===== src/rtl/divider_pipe_sched_if.sv =====
// Request/result handshake bundle for the two requesters of divider_pipe_sched.
// DIVIDER_DBZ_FLAG_EN adds the per-requester divide-by-zero result flags.
interface divider_pipe_sched_if;
  logic        req0_valid;
  logic        req0_ready;
  logic [7:0]  req0_dividend;
  logic [19:0] req0_divisor;
  logic        req1_valid;
  logic        req1_ready;
  logic [7:0]  req1_dividend;
  logic [19:0] req1_divisor;

  logic        res0_valid;
  logic        res0_ready;
  logic [7:0]  res0_quotient;
  logic [19:0] res0_remainder;
  logic        res1_valid;
  logic        res1_ready;
  logic [7:0]  res1_quotient;
  logic [19:0] res1_remainder;
`ifdef DIVIDER_DBZ_FLAG_EN
  logic        res0_dbz;
  logic        res1_dbz;
`endif

  modport master (
    output req0_valid, req0_dividend, req0_divisor,
    output req1_valid, req1_dividend, req1_divisor,
    output res0_ready, res1_ready,
    input  req0_ready, req1_ready,
    input  res0_valid, res0_quotient, res0_remainder,
    input  res1_valid, res1_quotient, res1_remainder
`ifdef DIVIDER_DBZ_FLAG_EN
    , input res0_dbz, res1_dbz
`endif
  );

  modport slave (
    input  req0_valid, req0_dividend, req0_divisor,
    input  req1_valid, req1_dividend, req1_divisor,
    input  res0_ready, res1_ready,
    output req0_ready, req1_ready,
    output res0_valid, res0_quotient, res0_remainder,
    output res1_valid, res1_quotient, res1_remainder
`ifdef DIVIDER_DBZ_FLAG_EN
    , output res0_dbz, res1_dbz
`endif
  );
endinterface


===== src/rtl/divider_pipe_sched.sv =====
// Two-requester scheduler for an untagged PIPE_DEPTH-stage divider with per-requester result FIFOs.
// Optional macro DIVIDER_DBZ_FLAG_EN: flags zero-divisor results (quotient FF, remainder = dividend).
module divider_pipe_sched #(
  parameter int PIPE_DEPTH = 8,
  parameter int FIFO_DEPTH = 4
) (
  input  logic                clock,
  input  logic                reset,
  divider_pipe_sched_if.slave bus,
  output logic                pipe_start,
  output logic [27:0]         pipe_divided,
  output logic [19:0]         pipe_divisor,
  input  logic                pipe_start_out,
  input  logic [27:0]         pipe_result,
  input  logic [7:0]          pipe_q,
  output logic                err
);
  localparam int CW = $clog2(FIFO_DEPTH + 1);
  localparam int PW = (FIFO_DEPTH > 1) ? $clog2(FIFO_DEPTH) : 1;
  localparam logic [CW-1:0] CREDITS  = CW'(FIFO_DEPTH);
  localparam logic [PW-1:0] LAST_PTR = PW'(FIFO_DEPTH - 1);

  typedef struct packed {
    logic       valid;
    logic       owner;
`ifdef DIVIDER_DBZ_FLAG_EN
    logic       dbz;
    logic [7:0] dividend;
`endif
  } tag_t;

  typedef struct packed {
    logic [7:0]  quotient;
    logic [19:0] remainder;
`ifdef DIVIDER_DBZ_FLAG_EN
    logic        dbz;
`endif
  } entry_t;

  function automatic logic [PW-1:0] next_ptr(input logic [PW-1:0] p);
    return (p == LAST_PTR) ? '0 : p + PW'(1);
  endfunction

  logic [1:0]  w_req_valid, w_res_ready, w_res_valid;
  logic [1:0]  w_elig, w_ready, w_acc, w_pop, w_push;
  logic [7:0]  w_dividend [2];
  logic [19:0] w_divisor [2];
  logic        w_issue, w_owner, w_mismatch, w_capture, w_unused_bits;
  tag_t        w_tag_in, w_tail;
  entry_t      w_entry;
  entry_t      w_head [2];

  logic          r_rr;
  logic          r_pipe_start;
  logic [27:0]   r_pipe_divided;
  logic [19:0]   r_pipe_divisor;
  logic          r_err;
  logic [CW-1:0] r_cnt [2];
  logic [CW-1:0] r_occ [2];
  logic [PW-1:0] r_wp [2];
  logic [PW-1:0] r_rp [2];
  tag_t          r_tag [PIPE_DEPTH+1];
  entry_t        r_mem [2][FIFO_DEPTH];

  assign w_req_valid   = {bus.req1_valid, bus.req0_valid};
  assign w_res_ready   = {bus.res1_ready, bus.res0_ready};
  assign w_dividend[0] = bus.req0_dividend;
  assign w_dividend[1] = bus.req1_dividend;
  assign w_divisor[0]  = bus.req0_divisor;
  assign w_divisor[1]  = bus.req1_divisor;

  // cnt counts in-flight plus queued results, so a grant can never overflow its FIFO.
  assign w_elig     = {r_cnt[1] < CREDITS, r_cnt[0] < CREDITS};
  assign w_ready[0] = w_elig[0] && (!r_rr || !(w_req_valid[1] && w_elig[1]));
  assign w_ready[1] = w_elig[1] && ( r_rr || !(w_req_valid[0] && w_elig[0]));
  assign w_acc      = w_req_valid & w_ready;
  assign w_issue    = |w_acc;
  assign w_owner    = w_acc[1];

  // NOTE: sequential state uses non-blocking assignments so every register samples pre-edge values.
  always_ff @(posedge clock) begin
    if (reset) begin
      r_pipe_start   <= 1'b0;
      r_pipe_divided <= '0;
      r_pipe_divisor <= '0;
      r_rr           <= 1'b0;
      r_err          <= 1'b0;
    end else begin
      r_pipe_start   <= w_issue;
      r_pipe_divided <= w_issue ? {20'd0, w_dividend[w_owner]} : '0;
      r_pipe_divisor <= w_issue ? ~w_divisor[w_owner] : '0;
      if (w_issue) r_rr <= ~w_owner;
      r_err          <= r_err | w_mismatch;
    end
  end

  // NOTE: every always_comb output gets a default first so no path leaves it holding a value (latch).
  always_comb begin
    w_tag_in       = '0;
    w_tag_in.valid = w_issue;
    w_tag_in.owner = w_owner;
`ifdef DIVIDER_DBZ_FLAG_EN
    if (w_issue && (w_divisor[w_owner] == 20'd0)) begin
      w_tag_in.dbz      = 1'b1;
      w_tag_in.dividend = w_dividend[w_owner];
    end
`endif
  end

  // Entry 0 lines up with pipe_start; entry PIPE_DEPTH lines up with pipe_start_out.
  always_ff @(posedge clock) begin
    if (reset) begin
      for (int i = 0; i <= PIPE_DEPTH; i++) r_tag[i] <= '0;
    end else begin
      r_tag[0] <= w_tag_in;
      for (int i = 1; i <= PIPE_DEPTH; i++) r_tag[i] <= r_tag[i-1];
    end
  end

  assign w_tail        = r_tag[PIPE_DEPTH];
  assign w_mismatch    = pipe_start_out != w_tail.valid;
  assign w_capture     = pipe_start_out && w_tail.valid;
  assign w_push        = {w_capture && w_tail.owner, w_capture && !w_tail.owner};
  assign w_unused_bits = ^pipe_result[7:0];

  always_comb begin
    w_entry           = '0;
    w_entry.quotient  = pipe_q;
    w_entry.remainder = pipe_result[27:8];
`ifdef DIVIDER_DBZ_FLAG_EN
    if (w_tail.dbz) begin
      w_entry.quotient  = 8'hFF;
      w_entry.remainder = {12'd0, w_tail.dividend};
      w_entry.dbz       = 1'b1;
    end
`endif
  end

  always_comb begin
    for (int i = 0; i < 2; i++) w_res_valid[i] = r_occ[i] != '0;
  end
  assign w_pop = w_res_valid & w_res_ready;

  always_ff @(posedge clock) begin
    if (reset) begin
      for (int i = 0; i < 2; i++) begin
        r_cnt[i] <= '0;
        r_occ[i] <= '0;
        r_wp[i]  <= '0;
        r_rp[i]  <= '0;
      end
    end else begin
      for (int i = 0; i < 2; i++) begin
        case ({w_acc[i], w_pop[i]})
          2'b10:   r_cnt[i] <= r_cnt[i] + CW'(1);
          2'b01:   r_cnt[i] <= r_cnt[i] - CW'(1);
          default: r_cnt[i] <= r_cnt[i];
        endcase
        case ({w_push[i], w_pop[i]})
          2'b10:   r_occ[i] <= r_occ[i] + CW'(1);
          2'b01:   r_occ[i] <= r_occ[i] - CW'(1);
          default: r_occ[i] <= r_occ[i];
        endcase
        if (w_push[i]) r_wp[i] <= next_ptr(r_wp[i]);
        if (w_pop[i])  r_rp[i] <= next_ptr(r_rp[i]);
      end
    end
  end

  // NOTE: FIFO storage has no reset; the head is masked by valid, so only pointers and counts need one.
  always_ff @(posedge clock) begin
    for (int i = 0; i < 2; i++) begin
      if (w_push[i]) r_mem[i][r_wp[i]] <= w_entry;
    end
  end

  always_comb begin
    for (int i = 0; i < 2; i++) w_head[i] = w_res_valid[i] ? r_mem[i][r_rp[i]] : '0;
  end

  assign bus.req0_ready     = w_ready[0];
  assign bus.req1_ready     = w_ready[1];
  assign bus.res0_valid     = w_res_valid[0];
  assign bus.res1_valid     = w_res_valid[1];
  assign bus.res0_quotient  = w_head[0].quotient;
  assign bus.res1_quotient  = w_head[1].quotient;
  assign bus.res0_remainder = w_head[0].remainder;
  assign bus.res1_remainder = w_head[1].remainder;
`ifdef DIVIDER_DBZ_FLAG_EN
  assign bus.res0_dbz       = w_head[0].dbz;
  assign bus.res1_dbz       = w_head[1].dbz;
`endif

  assign pipe_start   = r_pipe_start;
  assign pipe_divided = r_pipe_divided;
  assign pipe_divisor = r_pipe_divisor;
  assign err          = r_err;
endmodule


===== src/flat_wrapper.sv =====
// flat-port wrapper written by rule: the top's interface ports become plain ports
module divider_pipe_sched_flat 
#(
  parameter int PIPE_DEPTH = 8,
  parameter int FIFO_DEPTH = 4
)
  (clock, reset, pipe_start, pipe_divided, pipe_divisor, pipe_start_out, pipe_result, pipe_q, err, bus_req0_valid, bus_req0_dividend, bus_req0_divisor, bus_req1_valid, bus_req1_dividend, bus_req1_divisor, bus_res0_ready, bus_res1_ready, bus_req0_ready, bus_req1_ready, bus_res0_valid, bus_res0_quotient, bus_res0_remainder, bus_res1_valid, bus_res1_quotient, bus_res1_remainder);
  divider_pipe_sched_if bus_i ();
  input  logic clock;
  input  logic reset;
  output logic pipe_start;
  output logic [27:0] pipe_divided;
  output logic [19:0] pipe_divisor;
  input  logic pipe_start_out;
  input  logic [27:0] pipe_result;
  input  logic [7:0] pipe_q;
  output logic err;
  input wire logic [$bits(bus_i.req0_valid)-1:0] bus_req0_valid;
  input wire logic [$bits(bus_i.req0_dividend)-1:0] bus_req0_dividend;
  input wire logic [$bits(bus_i.req0_divisor)-1:0] bus_req0_divisor;
  input wire logic [$bits(bus_i.req1_valid)-1:0] bus_req1_valid;
  input wire logic [$bits(bus_i.req1_dividend)-1:0] bus_req1_dividend;
  input wire logic [$bits(bus_i.req1_divisor)-1:0] bus_req1_divisor;
  input wire logic [$bits(bus_i.res0_ready)-1:0] bus_res0_ready;
  input wire logic [$bits(bus_i.res1_ready)-1:0] bus_res1_ready;
  output wire logic [$bits(bus_i.req0_ready)-1:0] bus_req0_ready;
  output wire logic [$bits(bus_i.req1_ready)-1:0] bus_req1_ready;
  output wire logic [$bits(bus_i.res0_valid)-1:0] bus_res0_valid;
  output wire logic [$bits(bus_i.res0_quotient)-1:0] bus_res0_quotient;
  output wire logic [$bits(bus_i.res0_remainder)-1:0] bus_res0_remainder;
  output wire logic [$bits(bus_i.res1_valid)-1:0] bus_res1_valid;
  output wire logic [$bits(bus_i.res1_quotient)-1:0] bus_res1_quotient;
  output wire logic [$bits(bus_i.res1_remainder)-1:0] bus_res1_remainder;
  assign bus_i.req0_valid = bus_req0_valid;
  assign bus_i.req0_dividend = bus_req0_dividend;
  assign bus_i.req0_divisor = bus_req0_divisor;
  assign bus_i.req1_valid = bus_req1_valid;
  assign bus_i.req1_dividend = bus_req1_dividend;
  assign bus_i.req1_divisor = bus_req1_divisor;
  assign bus_i.res0_ready = bus_res0_ready;
  assign bus_i.res1_ready = bus_res1_ready;
  assign bus_req0_ready = bus_i.req0_ready;
  assign bus_req1_ready = bus_i.req1_ready;
  assign bus_res0_valid = bus_i.res0_valid;
  assign bus_res0_quotient = bus_i.res0_quotient;
  assign bus_res0_remainder = bus_i.res0_remainder;
  assign bus_res1_valid = bus_i.res1_valid;
  assign bus_res1_quotient = bus_i.res1_quotient;
  assign bus_res1_remainder = bus_i.res1_remainder;
  divider_pipe_sched #(.PIPE_DEPTH(PIPE_DEPTH), .FIFO_DEPTH(FIFO_DEPTH)) u_core (.clock(clock), .reset(reset), .bus(bus_i), .pipe_start(pipe_start), .pipe_divided(pipe_divided), .pipe_divisor(pipe_divisor), .pipe_start_out(pipe_start_out), .pipe_result(pipe_result), .pipe_q(pipe_q), .err(err));
endmodule

===== config.mk =====
export PLATFORM = sky130hd
export DESIGN_NAME = divider_pipe_sched_flat
export DESIGN_NICKNAME = d
export VERILOG_FILES = /design/src/rtl/divider_pipe_sched_if.sv /design/src/rtl/divider_pipe_sched.sv /design/src/flat_wrapper.sv
export SDC_FILE = /design/constraint.sdc
export NUM_CORES = 1
export LEC_CHECK = 0
export ABC_AREA = 1
export BUFFER_PORTS_ARGS = -buffer_cell sky130_fd_sc_hd__buf_2
export CAP_MARGIN = 15
export CORE_MARGIN = 2
export CORE_UTILIZATION = 30
export CTS_BUF_LIST = sky130_fd_sc_hd__clkbuf_16
export CTS_CLUSTER_DIAMETER = 120
export DETAILED_ROUTE_END_ITERATION = 10
export SYNTH_ARGS = -nofsm -noshare
export SYNTH_HDL_FRONTEND = slang
export SYNTH_SLANG_ARGS = --single-unit

===== constraint.sdc =====
create_clock -name clock -period 3.5 [get_ports clock]
set_input_delay 0.7 -clock clock [delete_from_list [all_inputs] [get_ports clock]]
set_output_delay 0.7 -clock clock [all_outputs]
set_load 0.01 [all_outputs]

---- Yosys cells after proc, flatten, opt, wreduce, memory -nomap -nowiden ----
Memories as Yosys holds them, arrays and structs flattened.
Cells that the tools add are included.
cells by class
  equality and inequality tests ........... 13
  add/sub/neg operators ................... 12
  mux-type cells .......................... 103
  reductions and logical operators ........ 24
  $lt $le $gt $ge ......................... 9
  bitwise gates (word level) .............. 36
operator list
  kind                   number
  $mux W112              4
  $mux W28               8
  $bmux W28 S2           2
  $demux W28 S2          2
  $reduce_or A112 Y1     1
  $mux W20               3
  $mux W1                52
  $mux W3                12
  $mux W2                17
  $or A1 B1 Y1           26
  $mux W8                3
  $not A20 Y20           1
  $eq A2 B2 Y1 const B   8
  $add A3 B1 Y3 const B  4
  $ge A3 B3 Y1 const B   4
  $not A2 Y3             4
  $reduce_or A2 Y1       6
  $sub A3 B1 Y3 const B  4
  $logic_and A1 B1 Y1    9
  $add A2 B1 Y2 const B  4
  $eq A2 B1 Y1 const B   4
  $lt A3 B1 Y1 const B   2
  $lt A3 B3 Y1 const B   2
  $reduce_bool A3 Y1     2
  7 further kinds        13
word-level totals
  logic and storage cells ................. 209
  bits of input ports ..................... 99
  output and inout bits ................... 110
  memories ................................ 6
  flip-flop bits (word level) ............. 51
  bits in writable memories ............... 262
memory list
  memory        depth  bits a word  read ports  clocked after memory_dff  write ports  line                      source
  u_core.r_mem  2      112          2           0                         1            divider_pipe_sched.sv:63  entry_t r_mem [2][FIFO_DEPTH];
  u_core.r_tag  9      2            9           0                         9            divider_pipe_sched.sv:62  tag_t r_tag [PIPE_DEPTH+1];
  u_core.r_cnt  2      3            2           0                         2            divider_pipe_sched.sv:58  logic [CW-1:0] r_cnt [2];
  u_core.r_occ  2      3            2           0                         2            divider_pipe_sched.sv:59  logic [CW-1:0] r_occ [2];
  u_core.r_rp   2      2            2           0                         2            divider_pipe_sched.sv:61  logic [PW-1:0] r_rp [2];
  u_core.r_wp   2      2            2           0                         2            divider_pipe_sched.sv:60  logic [PW-1:0] r_wp [2];

---- Depth between registers and ports, before layout ----
Gate-level depths: netlist of run 1.
  depth in word-level cells ............... 13
  gate-level depth with buffers ........... 11
  depth with buffers taken out ............ 11

---- Least setup slack after synthesis of run 1 ----
No wires, ideal clock.
  kind .................................... input-to-reg
  start ................................... input pipe_start_out
  end ..................................... memory u_core.r_mem[0][100] in the netlist's numbering, enable pin
  arrival time ............................ 2.343 ns
  stages .................................. 5
  setup time .............................. 0.413 ns
  path buffers ............................ 0
  path slack .............................. 0.744 ns
  required time ........................... 3.087 ns
  cell sequence ........................... ha_1 inv_1 nor2_1 inv_1 nor2_1
between the ends
  word-level cells in the longest chain between the ends .. 6
  elaborated cells on any way between the ends .. 10
  classes of those cells .................. mux (6); reduce/logical (4)
ends and longest elaborated chain
  item                                            line                       source
  start, declared                                 flat_wrapper.sv:14         input logic pipe_start_out;
  $logic_and A1 B1 Y1 *                           divider_pipe_sched.sv:122  assign w_capture = pipe_start_out && w_tail.valid;
  $logic_and A1 B1 Y1                             divider_pipe_sched.sv:123  assign w_push = {w_capture && w_tail.owner, w_capture && !w_tail.owner};
  $mux W1                                         divider_pipe_sched.sv:173  if (w_push[i]) r_mem[i][r_wp[i]] <= w_entry;
  $mux W112 (not written as such)                 divider_pipe_sched.sv:173
  $reduce_or A112 Y1 (no line)                    --
  $mux W1 (no line) or $mux W112 (tied branches)  --
  end, declared                                   divider_pipe_sched.sv:63
Mark *: on every way between the ends. The rest lies on a longest branch, timed or not.

==> summary.txt, run 1 <==
Detailed routing
  – Post-DRT Antenna Nets: 0
  – Detailed-route vias per instance: 4.39
  – WL/cell: 15.2 µm
  – DRT iter0 DRCs: 365
  – Final routed wirelength across all metal layers: 28500 µm
  – Count of vias placed by the detailed router: 8223
  – DR pass1 iterations: 5
  – Remaining design rule violation count: 0

Timing
  – Clk_skew: 0.0159 ns
  – Max-slew violation count: 0
  – Min Clock Period, post-route: 3.10 ns
  – Top achievable clock speed: 323 MHz
  – Count of final setup violators: 0
  – Fin crit share: 88.5%
  – Post-route setup TNS: 0 ns
  – Final hold vios: 0
  – Slew headroom: 55.1%
  – Pin slew with the least headroom to its limit: 0.672 ns
  – Unrepaired setup endpoints after global routing: no

Power
  – Fraction of power spent switching nets: 29.1%
  – Largest vdd supply drop: 0.000283 V
  – Net switching power of the design: 2550 µW
  – Share of power burned in the clock network: 35.5%
  – Total power per unit cell area: 600 mW/mm²
  – Comb pwr share: 19.7%
  – Register share of total power: 44.8%
  – Leakage power of the design: 0.00608 µW
  – Internal cell power: 6230 µW

Setup path
  – Required @ worst endpoint: 2.80 ns
  – Crit start category: flop
  – Worst endpoint data arrival time: 2.40 ns
  – Worst Path Max Fanout: 29
  – Path type of the worst setup path: reg2out
  – Setup crit end kind: output pin

Synth
  – Fraction of registers with async set or reset after synthesis: 0%
  – Synth cell types: 26
  – Count of flip-flops with a built-in enable after synthesis: 244
  – Sequential share of the synthesized area: 67.8%
  – Summed instance area of the synthesized netlist: 0.0122 mm²
  – Gate Count Post-Synth: 1144
  – Main synth FF type: sky130_fd_sc_hd__edfxtp_1
  – Number of synthesis warnings: 0
  – Synth Area per Inst: 10.7 µm²
  – Number of flip-flops and latches in the synthesized netlist: 292

Floorplanning
  – Core Area: 0.0400 mm²
  – Die Y: 206 µm
  – Std-Cell Rows: 73
  – Top Ports: 209
  – Die footprint: 0.0424 mm²
  – Die extent in x: 206 µm
  – Effective utilization at floorplan: 30.6%

Finish
  – Utilization of the core after routing: 36.6%
  – Fraction of final layout cells sized beyond drive strength 1: 19.8%
  – Highest-count cells in the layout ignoring fill and taps: 269 x sky130_fd_sc_hd__nor2_1, 244 x sky130_fd_sc_hd__edfxtp_1, 180 x sky130_fd_sc_hd__buf_2, 132 x sky130_fd_sc_hd__inv_1, 117 x sky130_fd_sc_hd__o21ai_0
  – Most frequent standard cell in the layout excluding fill and tap cells: sky130_fd_sc_hd__nor2_1
  – Area grow syn2layout: 19.7%
  – NumNets Final: 1448
  – Count of placed standard cells in the final layout, fillers left out: 1871

Min path
  – Kind of path behind the tightest hold check: reg2reg

CTS
  – Number of setup buffers added after CTS: 0
  – Clock tree from TritonCTS: done
  – Clock Pin Slew Worst Setup and Hold Paths: 0.05 ns
  – Maximum root-to-sink buffer count: 3
  – Cell chosen for the clock root: sky130_fd_sc_hd__clkbuf_16
  – Post-CTS Hold Fix Bufs: 0
  – Clock sink count: 292
  – Worst-skew pair later-pin latency: 0.51 ns
  – H-tree level count: 2
  – CTS Buf Count: 34
  – Post-CTS sizing: 0

Place
  – GPL Wtd Cong: 0.770
  – Number of instances in the placed design: 1812
  – HPWL Detailed: 17700 µm
  – I/O Buffers: 180

Global routing
  – Antenna violations before repair: 2
  – Wire length of the first global-routing pass: 44600 µm
  – Total gr overflow: 0
  – Pin count of the biggest net entering global routing: 59
  – Total routing resource utilization after global routing: 13.6%
  – Vias in the first global route: 8314

Flow run
  – Number of maximum-capacitance constraint violations: 0

Outcome
  – Status: complete, no violations
## cells in the mapped netlist (all sizes together), types with 2 or more instances
cell type  count  area [µm²]
a21oi         58         290
edfxtp       244        7330
o22ai          2        12.5
dfxtp         48         961
clkbuf        16        60.1
xnor2          4        35.0
xor2           2        17.5
nand3          9        55.1
ha            24         300
nand2        112         425
nand4         30         188
o21ai        119         596
nor2         277        1040
buf           61         363
fa             2        40.0
inv          133         499
## cell type report
class,instances,area [µm²]
diodes,1,2.50
clock buffers,34,851
clock inverters,24,120
fillers,4005,25400
inverters,133,499
multi-input cells,661,3150
flip-flops and latches,292,8290
well taps,525,657
repair buffers,201,1070
## layer usage
layer	track usage, %	wire [µm]	vias up
met5	0	0	-
met4	3.90	586	0
met3	4.04	2030	43
met2	24.0	13900	225
met1	16.1	12000	3847
li1	-	-	4108
## path summary, 6_finish.rpt
check                           start                    end  slack (ns)  depth (start not counted)
hold / removal     u_core.r_tag[0][7]     u_core.r_tag[0][9]        0.39                          2
setup / recovery    u_core.r_rp[0][1]  bus_res0_remainder[0]        0.40                          6
setup reg to reg  u_core.r_tag[0][17]     u_core.r_occ[0][2]        1.07                         11
hold reg to reg    u_core.r_tag[0][7]     u_core.r_tag[0][9]        0.39                          2
## cells by family (layout without fill, tap and decap cells)
| kind of cell | after synthesis | after routing | synth area share, % |
|---|---|---|---|
| AND/OR/NAND/NOR | 429 | 429 | 14.0 |
| adder cells (fa/ha/maj) | 26 | 26 | 2.78 |
| AO/OA/AOI/OAI | 180 | 180 | 7.41 |
| flip-flops | 292 | 292 | 67.8 |
| buffers and inverters | 210 | 392 | 7.54 |
| other | 1 | 21 | 0.0307 |
| XOR/XNOR | 6 | 6 | 0.430 |
## power by group through the flow
stage | clock (µW) | combinational, µW | sequential (µW)
3_3_place_gp | 0 | 1750 | 4000
6_report | 3120 | 1730 | 3930
4_1_cts | 3220 | 1780 | 3930
2_1_floorplan | 0 | 1090 | 4030
3_5_place_dp | 0 | 1770 | 4000
5_1_grt | 3360 | 1980 | 3940
## per-stage QoR
stage | hold slack (ns) | cell area, µm² | worst slack [ns] | power (µW)
after floorplan | 0.388 | 12300 | 0.744 | 5120
after global placement | 0.389 | 13700 | 0.522 | 5740
after detailed placement | 0.394 | 13700 | 0.523 | 5770
after CTS | 0.401 | 14600 | 0.347 | 8920
after global routing | 0.420 | 14600 | 0.205 | 9290
final | 0.395 | 14600 | 0.403 | 8780
## registers in the layout (all words and copies together), names as in the netlist, 4 cells and up
| name | flops |
|---|---|
| u_core.r_tag | 18 |
| u_core.pipe_divided | 8 |
| u_core.r_cnt | 6 |
| u_core.r_wp | 4 |
| u_core.pipe_divisor | 20 |
| u_core.r_rp | 4 |
| u_core.r_occ | 6 |
| u_core.r_mem | 224 |
## worst max-delay path, stage by stage (launching register included)
cell                       delay (ns)
sky130_fd_sc_hd__edfxtp_1        0.35
sky130_fd_sc_hd__buf_4           0.39
sky130_fd_sc_hd__inv_2           0.38
sky130_fd_sc_hd__nor2_1          0.17
sky130_fd_sc_hd__o21ai_0         0.09
sky130_fd_sc_hd__a21oi_1         0.29
sky130_fd_sc_hd__buf_2           0.20
No activity file was read; power rests on OpenSTA's default activity.
==> run 2: changes to the inputs <==
--- a/config.mk
+++ b/config.mk
@@ -9,10 +9,10 @@
 export BUFFER_PORTS_ARGS = -buffer_cell sky130_fd_sc_hd__buf_2
 export CAP_MARGIN = 15
 export CORE_MARGIN = 2
-export CORE_UTILIZATION = 30
+export CORE_UTILIZATION = 56
 export CTS_BUF_LIST = sky130_fd_sc_hd__clkbuf_16
-export CTS_CLUSTER_DIAMETER = 120
 export DETAILED_ROUTE_END_ITERATION = 10
+export PLACE_DENSITY = 0.8
 export SYNTH_ARGS = -nofsm -noshare
 export SYNTH_HDL_FRONTEND = slang
 export SYNTH_SLANG_ARGS = --single-unit
==> summary.txt, run 2 (synthesized netlist as in run 1, its figures left out) <==
Finish
  – Area grow syn2layout: 16.9% (was 19.7%)
  – Fraction of final layout cells sized beyond drive strength 1: 19.4% (was 19.8%)
  – Number of flip-flops under the largest register name: 224 (unchanged)
  – NumNets Final: 1437 (was 1448)
  – Most frequent standard cell in the layout excluding fill and tap cells: sky130_fd_sc_hd__nor2_1 (unchanged)
  – Highest-count cells in the layout ignoring fill and taps: 269 x sky130_fd_sc_hd__nor2_1, 244 x sky130_fd_sc_hd__edfxtp_1, 180 x sky130_fd_sc_hd__buf_2, 127 x sky130_fd_sc_hd__inv_1, 117 x sky130_fd_sc_hd__o21ai_0 (was 269 x sky130_fd_sc_hd__nor2_1, 244 x sky130_fd_sc_hd__edfxtp_1, 180 x sky130_fd_sc_hd__buf_2, 132 x sky130_fd_sc_hd__inv_1, 117 x sky130_fd_sc_hd__o21ai_0)
  – Number of antenna repair diodes: 0 (was 1)

CTS
  – CTS Buf Count: 28 (was 34)
  – Post-CTS sizing: 0 (unchanged)
  – Clock sink count: 292 (unchanged)
  – Post-CTS Hold Fix Bufs: 0 (unchanged)
  – H-tree level count: 1 (was 2)
  – Clock tree from TritonCTS: done (unchanged)
  – Worst-skew pair later-pin latency: 0.55 ns (was 0.51 ns)
  – Cell chosen for the clock root: sky130_fd_sc_hd__clkbuf_16 (unchanged)
  – Maximum root-to-sink buffer count: 3 (unchanged)
  – Number of setup buffers added after CTS: 0 (unchanged)
  – Clock Pin Slew Worst Setup and Hold Paths: 0.07 ns (was 0.05 ns)

Detailed routing
  – Count of vias placed by the detailed router: 8558 (was 8223)
  – Post-DRT Antenna Nets: 0 (unchanged)
  – Detailed-route vias per instance: 5.31 (was 4.39)
  – DRT iter0 DRCs: 493 (was 365)
  – Remaining design rule violation count: 0 (unchanged)
  – Final routed wirelength across all metal layers: 26800 µm (was 28500 µm)
  – WL/cell: 16.6 µm (was 15.2 µm)
  – DR pass1 iterations: 5 (unchanged)

Setup path
  – Worst path top cell family by delay: flip-flops (was buffers and inverters)
  – Worst Path Max Fanout: 28 (was 29)
  – Critical Path Slowest Stage Cell: sky130_fd_sc_hd__edfxtp_1 (was sky130_fd_sc_hd__buf_4)
  – Worst endpoint data arrival time: 2.56 ns (was 2.40 ns)
  – Buffers plus inverters on the worst setup path: 2 (was 3)
  – Path type of the worst setup path: reg2out (unchanged)
  – Series of cell instances along the critical path: inv_2, nor2_1, o21ai_0, a21oi_1, buf_2 (was buf_4, inv_2, nor2_1, o21ai_0, a21oi_1, buf_2)
  – Critical path's largest stage delay: 0.78 ns (was 0.39 ns)
  – Required @ worst endpoint: 2.80 ns (about the same)
  – Crit start category: flop (unchanged)
  – Setup crit end kind: output pin (unchanged)

Power
  – Leakage power of the design: 0.00603 µW (was 0.00608 µW)
  – Total power per unit cell area: 612 mW/mm² (was 600 mW/mm²)
  – Largest vdd supply drop: 0.000360 V (was 0.000283 V)

Global routing
  – Vias in the first global route: 8220 (was 8314)
  – Total gr overflow: 0 (unchanged)
  – Pin count of the biggest net entering global routing: 59 (unchanged)
  – Wire length of the first global-routing pass: 41000 µm (was 44600 µm)
  – Total routing resource utilization after global routing: 23.0% (was 13.6%)
  – Antenna violations before repair: 2 (unchanged)

Floorplanning
  – Effective utilization at floorplan: 56.6% (was 30.6%)
  – Die Y: 152 µm (was 206 µm)
  – Top Ports: 209 (unchanged)
  – Die footprint: 0.0230 mm² (was 0.0424 mm²)
  – Core Area: 0.0216 mm² (was 0.0400 mm²)
  – Die extent in x: 152 µm (was 206 µm)
  – Std-Cell Rows: 54 (was 73)

Timing
  – Count of final setup violators: 0 (unchanged)
  – Pin slew with the least headroom to its limit: 0.865 ns (was 0.672 ns)
  – Fin crit share: 93.0% (was 88.5%)
  – Final hold vios: 0 (unchanged)
  – Min Hold Slack: 0.398 ns (was 0.395 ns)
  – Slew headroom: 42.2% (was 55.1%)
  – Top achievable clock speed: 307 MHz (was 323 MHz)
  – Max-slew violation count: 0 (unchanged)
  – Final setup slack of the worst path: 0.244 ns (was 0.403 ns)
  – Unrepaired setup endpoints after global routing: no (unchanged)
  – Clk_skew: 0.0172 ns (was 0.0159 ns)
  – Post-route setup TNS: 0 ns (unchanged)
  – Min Clock Period, post-route: 3.26 ns (was 3.10 ns)

Place
  – I/O Buffers: 180 (unchanged)
  – HPWL Detailed: 16600 µm (was 17700 µm)
  – GPL Wtd Cong: 0.795 (was 0.770)
  – Post-Place Worst Slack: 0.552 ns (was 0.523 ns)

Flow run
  – Number of maximum-capacitance constraint violations: 0 (unchanged)

Outcome
  – Status: complete, no violations (unchanged)

Min path
  – Kind of path behind the tightest hold check: reg2reg (unchanged)
run 2: metal layers:
layer	up-vias	track usage [%]	wire length [µm]
met2	419	41.8	13600
met3	55	4.58	2390
met5	-	0	27
met1	3994	27.8	10200
met4	4	6.39	585
li1	4086	-	-
run 2: tightest hold or removal path, cell delays in order (launching register included):
cell and delay (ns):
sky130_fd_sc_hd__dfxtp_1 0.30, sky130_fd_sc_hd__inv_1 0.04, sky130_fd_sc_hd__nor2_1 0.03
run 2: through the flow:
| step | cells | area [µm²] | util [%] | power [µW] |
|---|---|---|---|---|
| 6_report | 1613 | 14300 | 66.1 | 8750 |
| 5_1_grt | 1613 | 14300 | 66.1 | 9130 |
| 4_1_cts | 1613 | 14300 | 66.1 | 8800 |
| 3_5_place_dp | 1562 | 13300 | 61.7 | 5710 |
| 3_3_place_gp | 1562 | 13300 | 61.7 | 5660 |
| 2_1_floorplan | 1163 | 12300 | - | 5120 |
run 2: path summary, 6_finish.rpt:
| check | startpoint | endpoint | slack (ns) | depth (start not counted) |
|---|---|---|---|---|
| setup / recovery | u_core.r_rp[0][1] | bus_res0_remainder[19] | 0.24 | 5 |
| hold / removal | u_core.r_tag[0][14] | u_core.r_tag[0][16] | 0.40 | 2 |
| setup reg to reg | u_core.r_cnt[0][2] | u_core.r_cnt[1][0] | 0.93 | 6 |
| hold reg to reg | u_core.r_tag[0][14] | u_core.r_tag[0][16] | 0.40 | 2 |
run 2: layout make-up:
cell class                 instances  area [µm²]
clock buffer                      29         726
clock inverter                    22         224
fill                            1633        7330
inverter                         133         499
multi-input combinational        661        3150
sequential                       292        8290
tap                              280         350
timing repair buffer             196        1060
run 2: power by group:
| group | total (µW) | internal, µW | leakage [µW] | switching (µW) |
|---|---|---|---|---|
| registers | 3950 | 3880 | 0.00261 | 73.2 |
| logic | 1690 | 569 | 0.00294 | 1120 |
| clock network | 3110 | 1860 | 0.000480 | 1250 |
| total | 8750 | 6310 | 0.00603 | 2450 |
